**config.mk**
```make
export PLATFORM = sky130hd
export DESIGN_NAME = burst_fetch_ctrl
export DESIGN_NICKNAME = d
export VERILOG_FILES = /design/src/rtl/burst_fetch_ctrl.sv
export SDC_FILE = /design/constraint.sdc
export NUM_CORES = 1
export LEC_CHECK = 0
export ABC_AREA = 0
export CAP_MARGIN = 20
export CORE_ASPECT_RATIO = 0.8
export CORE_MARGIN = 2
export CORE_UTILIZATION = 57
export DETAILED_ROUTE_END_ITERATION = 10
export GPL_TIMING_DRIVEN = 0
export PLACE_DENSITY = 0.81
export SYNTH_ARGS = -nofsm -noshare
export SYNTH_HDL_FRONTEND = slang
export SYNTH_SLANG_ARGS = --single-unit
```
**constraint.sdc**
```tcl
create_clock -name CLK -period 6.5 [get_ports CLK]
set_input_delay 0.975 -clock CLK [delete_from_list [all_inputs] [get_ports CLK]]
set_output_delay 0.975 -clock CLK [all_outputs]
set_load 0.005 [all_outputs]
```
**src/rtl/burst_fetch_ctrl.sv**
```systemverilog
// Avalon-MM burst read master feeding a FWFT line FIFO with one frame of words, credit-limited to FIFO depth.
// Optional sticky underrun flag is built only when FETCH_UNDERRUN_DETECT_EN is defined.
module burst_fetch_ctrl #(
    parameter int ADDR_SIZE       = 32,
    parameter int DATA_SIZE       = 32,
    parameter int FIFO_PTR_DEPTH  = 9,
    parameter int BURST_LEN       = 16,
    parameter int BURSTCOUNT_SIZE = 5,
    parameter int FRAME_WORDS     = 307200
) (
    input  logic                       CLK,
    input  logic                       RST,
    input  logic                       START_IN,
    input  logic [ADDR_SIZE-1:0]       FRAME_BASE_IN,
    output logic [ADDR_SIZE-1:0]       AVM_ADDRESS_OUT,
    output logic                       AVM_READ_OUT,
    output logic [BURSTCOUNT_SIZE-1:0] AVM_BURSTCOUNT_OUT,
    input  logic                       AVM_WAITREQUEST_IN,
    input  logic                       AVM_READDATAVALID_IN,
    output logic                       FIFO_WR_OUT,
    output logic                       FIFO_FLUSH_OUT,
    input  logic                       FIFO_RD_IN,
    output logic                       BUSY_OUT,
    output logic                       DONE_OUT,
    output logic                       UNDERRUN_OUT
);
    localparam int DEPTH          = 1 << FIFO_PTR_DEPTH;
    localparam int CNT_W          = FIFO_PTR_DEPTH + 1;
    localparam int SUM_W          = FIFO_PTR_DEPTH + 2;
    localparam int WL_W           = $clog2(FRAME_WORDS + 1);
    localparam int BYTES_PER_WORD = DATA_SIZE / 8;

    typedef enum logic [1:0] {IDLE, ISSUE, DRAIN} state_t;

    state_t                     state_q, state_d;
    logic [ADDR_SIZE-1:0]       addr_q, addr_d, base_q, base_d;
    logic [WL_W-1:0]            words_left_q, words_left_d;
    logic [CNT_W-1:0]           outstanding_q, outstanding_d;
    logic [CNT_W-1:0]           occupancy_q, occupancy_d;
    logic [BURSTCOUNT_SIZE-1:0] burst_q, burst_d, next_burst;
    logic                       read_q, read_d, flush_q, flush_d, done_q, done_d;
    logic [SUM_W-1:0]           committed_next;
    logic                       accept, wr_en, pop_en;

    function automatic logic [BURSTCOUNT_SIZE-1:0] burst_for(input logic [WL_W-1:0] left);
        if (int'(left) >= BURST_LEN) return BURSTCOUNT_SIZE'(BURST_LEN);
        return BURSTCOUNT_SIZE'(left);
    endfunction

    assign accept = read_q && !AVM_WAITREQUEST_IN;
    assign wr_en  = (state_q == ISSUE) && AVM_READDATAVALID_IN;
    assign pop_en = FIFO_RD_IN && (occupancy_q != '0);

    always_comb begin
        // NOTE: every signal written here gets a default first, so no path can infer a latch.
        state_d        = state_q;
        addr_d         = addr_q;
        base_d         = base_q;
        words_left_d   = words_left_q;
        outstanding_d  = outstanding_q;
        occupancy_d    = occupancy_q + CNT_W'(wr_en) - CNT_W'(pop_en);
        burst_d        = burst_q;
        read_d         = 1'b0;
        flush_d        = 1'b0;
        done_d         = 1'b0;
        next_burst     = '0;
        committed_next = '0;

        if (accept) begin
            outstanding_d = outstanding_q + CNT_W'(burst_q);
            words_left_d  = words_left_q - WL_W'(burst_q);
            addr_d        = addr_q + ADDR_SIZE'(burst_q) * ADDR_SIZE'(BYTES_PER_WORD);
        end
        if (AVM_READDATAVALID_IN && state_q != IDLE)
            outstanding_d = outstanding_d - 1'b1;

        case (state_q)
            IDLE: if (START_IN) begin
                addr_d       = FRAME_BASE_IN;
                words_left_d = WL_W'(FRAME_WORDS);
                occupancy_d  = '0;
                flush_d      = 1'b1;
                state_d      = ISSUE;
            end
            ISSUE: if (START_IN) begin
                base_d  = FRAME_BASE_IN;
                state_d = DRAIN;
            end else if (words_left_d == '0 && outstanding_d == '0) begin
                done_d  = 1'b1;
                state_d = IDLE;
            end
            DRAIN: begin
                if (START_IN) base_d = FRAME_BASE_IN;
                // Old frame fully retired: the same-cycle START base wins over the held one.
                if (outstanding_q == '0 && !read_q) begin
                    addr_d       = START_IN ? FRAME_BASE_IN : base_q;
                    words_left_d = WL_W'(FRAME_WORDS);
                    occupancy_d  = '0;
                    flush_d      = 1'b1;
                    state_d      = ISSUE;
                end
            end
            default: state_d = IDLE;
        endcase

        // A stalled request stays frozen; new ones only start in a settled ISSUE, one flush cycle after entry.
        next_burst     = burst_for(words_left_d);
        committed_next = SUM_W'(outstanding_d) + SUM_W'(occupancy_d) + SUM_W'(next_burst);
        if (read_q && AVM_WAITREQUEST_IN) begin
            read_d = 1'b1;
        end else if (state_q == ISSUE && state_d == ISSUE && words_left_d != '0 &&
                     committed_next <= SUM_W'(DEPTH)) begin
            read_d  = 1'b1;
            burst_d = next_burst;
        end
    end

    always_ff @(posedge CLK) begin
        // NOTE: state registers use non-blocking assignments so every flop samples pre-edge values.
        if (RST) begin
            state_q       <= IDLE;
            addr_q        <= '0;
            base_q        <= '0;
            words_left_q  <= '0;
            outstanding_q <= '0;
            occupancy_q   <= '0;
            burst_q       <= '0;
            read_q        <= 1'b0;
            flush_q       <= 1'b0;
            done_q        <= 1'b0;
        end else begin
            state_q       <= state_d;
            addr_q        <= addr_d;
            base_q        <= base_d;
            words_left_q  <= words_left_d;
            outstanding_q <= outstanding_d;
            occupancy_q   <= occupancy_d;
            burst_q       <= burst_d;
            read_q        <= read_d;
            flush_q       <= flush_d;
            done_q        <= done_d;
        end
    end

    assign AVM_ADDRESS_OUT    = addr_q;
    assign AVM_READ_OUT       = read_q;
    assign AVM_BURSTCOUNT_OUT = burst_q;
    assign FIFO_WR_OUT        = wr_en;
    assign FIFO_FLUSH_OUT     = flush_q;
    assign BUSY_OUT           = (state_q != IDLE);
    assign DONE_OUT           = done_q;

`ifdef FETCH_UNDERRUN_DETECT_EN
    logic underrun_q;
    always_ff @(posedge CLK) begin
        if (RST || START_IN)
            underrun_q <= 1'b0;
        else if (FIFO_RD_IN && occupancy_q == '0 && state_q != IDLE)
            underrun_q <= 1'b1;
    end
    assign UNDERRUN_OUT = underrun_q;
`else
    assign UNDERRUN_OUT = 1'b0;
`endif

endmodule
```
==> run metrics <==
Final period util=between 90% and 100%; worst min path class=reg2reg; Root Buffer=clkbuf_16; Vias/cell=5.938; sequential share of power=24.1%; Initial Utilization=58.35%; first-pass GRT wire length=31990 um; n_diodes=0; routed via count=6769; Slowest-stage cell, CP=a311oi_1; Worst Path Arrival=6.45 ns; Horiz. Die Dim=129.0 um; Die ar.=between 10000 and 15000 um2; DRT Wirelength=19880 um; Max-Cap Viols=0; HPWL Detailed=14510 um; layout cells sized above 1=roughly 7.3%; WHS=0.4560 ns; Post-synth EDFFs=0; top cells by area, synth=dfxtp_1 (32%), ha_1 (8.4%), nand2_1 (6.4%), xnor2_1 (5.3%), a21oi_1 (4.8%); R2R Setup Slk=0.39 ns; fill count=919; worst slew pin tran=0.9626 ns; CTS tree=built; CP Launch Type=register; Final Slew Violations=0; outcome=finished clean; Overall Power=3601 uW; Syn Area/Cell=8.331 um2; multi-input logic area=approximately 4600 um2; hold depth=2; pin count of the biggest net entering global routing=17; top post-synthesis cells by count=nand2_1 (121), dfxtp_1 (113), nor2_1 (90); clock slew at reported path FFs=around 0.06 ns; GPL Wtd Cong=0.9053; number of global-route vias before repair=6434; worst-case vdd ir drop=approximately 210 uV; Synth area leader=dfxtp_1; Clock Skew=0.01041 ns; worst hold start=base_q[8]; CTS Sinks=roughly 110; Highest Clock Rate=~0.16 GHz; crit-path max cell delay=0.70 ns; Top FF cell, synth=dfxtp_1; Port Buf Inserts=78; switching share of power=between 30% and 40%; post-route design area=8831 um2; clock power share=28.2%; Critical Path Most Common Cell=fa_1; Worst R2R Path Depth=24; Nets=1052; CP delay by family, top=compound AO/OA/AOI/OAI gates; top-count cell post-synth=nand2_1; Pwr Density=407.8 nW/um2; leakage power=0.003343 uW; io pins=between 80 and 90; Cell Area, Synth=7123 um2; critical path, cell by cell=ha_1 > fa_1 > nand2b_1 > a21oi_1 > o21ai_0 > a311oi_1 > o31ai_4 > nor3_4 > nand2_1 > fa_1 > inv_1 > ha_1 > inv_1 > fa_1 > nor2b_1 > o31a_1 > o31ai_1 > nand2b_1 > a21oi_1 > mux2_2 > a211oi_4 > and2_4 > buf_6 > mux2i_1; r2r startpoint=AVM_BURSTCOUNT_OUT[0]; Buf/Inv on CP=3; Hold Path Sink=AVM_ADDRESS_OUT[8]; area fraction of the dominant cell type after synthesis=31.76%; Yosys cell types=76; Reg2Reg Capture Point=AVM_BURSTCOUNT_OUT[0]; CP max FO=5; setup ws final=about 0.39 ns; FF+latch area=2262 um2; Setup Viol. Count Final=0; Placed Instance Area=a little over 8000 um2; DR DRC count=0; post-place setup slack=-0.7546 ns; row cnt=36; core area=12210 um2; initial antenna violation count=0; gr ovfl total=0; fraction of registers with async set/reset=0%; GRT Overall Usage=29.95%; critical path class=reg2reg; wire per inst=17.44 um; Net Count, Synth=951; Final min period=between 6 and 7 ns; critical path depth=24; worst-skew pair later-pin latency=0.42 ns; Int Pwr=2183 uW; warnings from Yosys=0; DRT antenna net count=0; Die Ht=between 100 and 150 um; DRT iter0 DRCs=760; Crit. End Element=register; DR pass1 iterations=7; CTS H-Tree Depth=4; Seq/Total Area, Yosys=31.76%; Sw Pwr=roughly 1400 uW; Mapped Cells=855; Comb pwr share=47.7%; area grow syn2layout=23.98%; CP required=6.84 ns; Rel. slew slack=~36%; final hold vios=0; RSZ-0062 raised after global routing=no; Seq cells post-synth=113; CTS Buf Count=17; Clock Path Buffers=2
## repair_timing
item                                    4_1_cts  5_1_grt
cloned                                        0        0
gates resized for setup                       3        7
endpoints found under the setup margin        5        5
hold buffers                                  0        0
pin swaps                                     2        2
setup buffers                                 3        0
## cell families (layout without fill, tap and decap cells)
| family | after synthesis | in the layout | share of synthesized area [%] |
|---|---|---|---|
| AND/OR/NAND/NOR | 336 | 336 | 23.36 |
| AO/OA/AOI/OAI | 195 | 195 | 20.06 |
| flip-flops | 113 | 113 | 31.76 |
| buffers and inverters | 79 | 193 | 4.391 |
| XOR/XNOR | 65 | 65 | 7.992 |
| adder cells (fa/ha/maj) | 58 | 58 | 11.24 |
| multiplexers | 8 | 8 | 1.142 |
| other | 1 | 1 | 0.05265 |
## power by group through the flow
stage	sequential [uW]	combinational (uW)	clock [uW]
floorplan	854	1250	0
global placement	874	1610	0
detailed placement	875	1650	0
CTS	863	1690	1020
global route	876	1920	1050
finish	866	1720	1020
## layout by cell type, fill, tap and decap left out, types with 12 or more instances in the layout
cell type / instances
a21oi_1: 68
a222oi_1: 25
clkbuf_1: 31
clkbuf_16: 17
clkdlybuf4s50_1: 77
dfxtp_1: 113
ha_1: 48
inv_1: 41
nand2_1: 120
nand2b_1: 17
nand3_1: 14
nor2_1: 89
nor2b_1: 19
nor3_1: 12
o21ai_0: 22
xnor2_1: 43
xor2_1: 22
## through the flow
stage	TNS, ns	instances	utilization, %
after floorplan	0	855	-
after global placement	-3.025	1104	66.50
after detailed placement	-3.918	1104	66.50
after CTS	0	1139	72.07
after global routing	0	1140	72.35
final	0	1140	72.35
## area by class of cell
type                    instances  share of cell area, %
plain buffers                  38                  1.814
clock buffers                  18                  4.973
clock inverters                14                  2.324
inverters                      41                  1.743
multi-input cells             663                  51.93
flip-flops and latches        113                  25.62
well taps                     171                  2.423
repair buffers                 82                  9.181
## registers in the layout, indices dropped and copies added, names as in the netlist
signal	flops
DONE_OUT	1
occupancy_q	10
base_q	32
outstanding_q	10
AVM_BURSTCOUNT_OUT	5
words_left_q	19
AVM_ADDRESS_OUT	32
FIFO_FLUSH_OUT	1
state_q	2
AVM_READ_OUT	1
## layer usage
metal | vias up | GRT usage [%] | wire [um]
met2 | 338 | 45.01 | 8960
met5 | - | 0 | 0
met1 | 3142 | 42.88 | 8930
met4 | 0 | 9.394 | 330
met3 | 34 | 6.481 | 1659
li1 | 3255 | - | -
## worst max path at each step
stage                     slack, ns                  start                     to
after floorplan                0.67     AVM_WAITREQUEST_IN  AVM_BURSTCOUNT_OUT[0]
after global placement        -0.60     AVM_WAITREQUEST_IN  AVM_BURSTCOUNT_OUT[0]
after detailed placement      -0.75     AVM_WAITREQUEST_IN  AVM_BURSTCOUNT_OUT[0]
after CTS                      0.03     AVM_WAITREQUEST_IN  AVM_BURSTCOUNT_OUT[0]
after global routing           0.05  AVM_BURSTCOUNT_OUT[0]  AVM_BURSTCOUNT_OUT[1]
final                          0.39  AVM_BURSTCOUNT_OUT[0]  AVM_BURSTCOUNT_OUT[0]
## tightest hold or removal path, cell delays in order (launching register included)
cell	delay, ns
dfxtp_1	0.31
nand2_1	0.05
a21oi_1	0.05
Power figures use the tool's default switching activity.
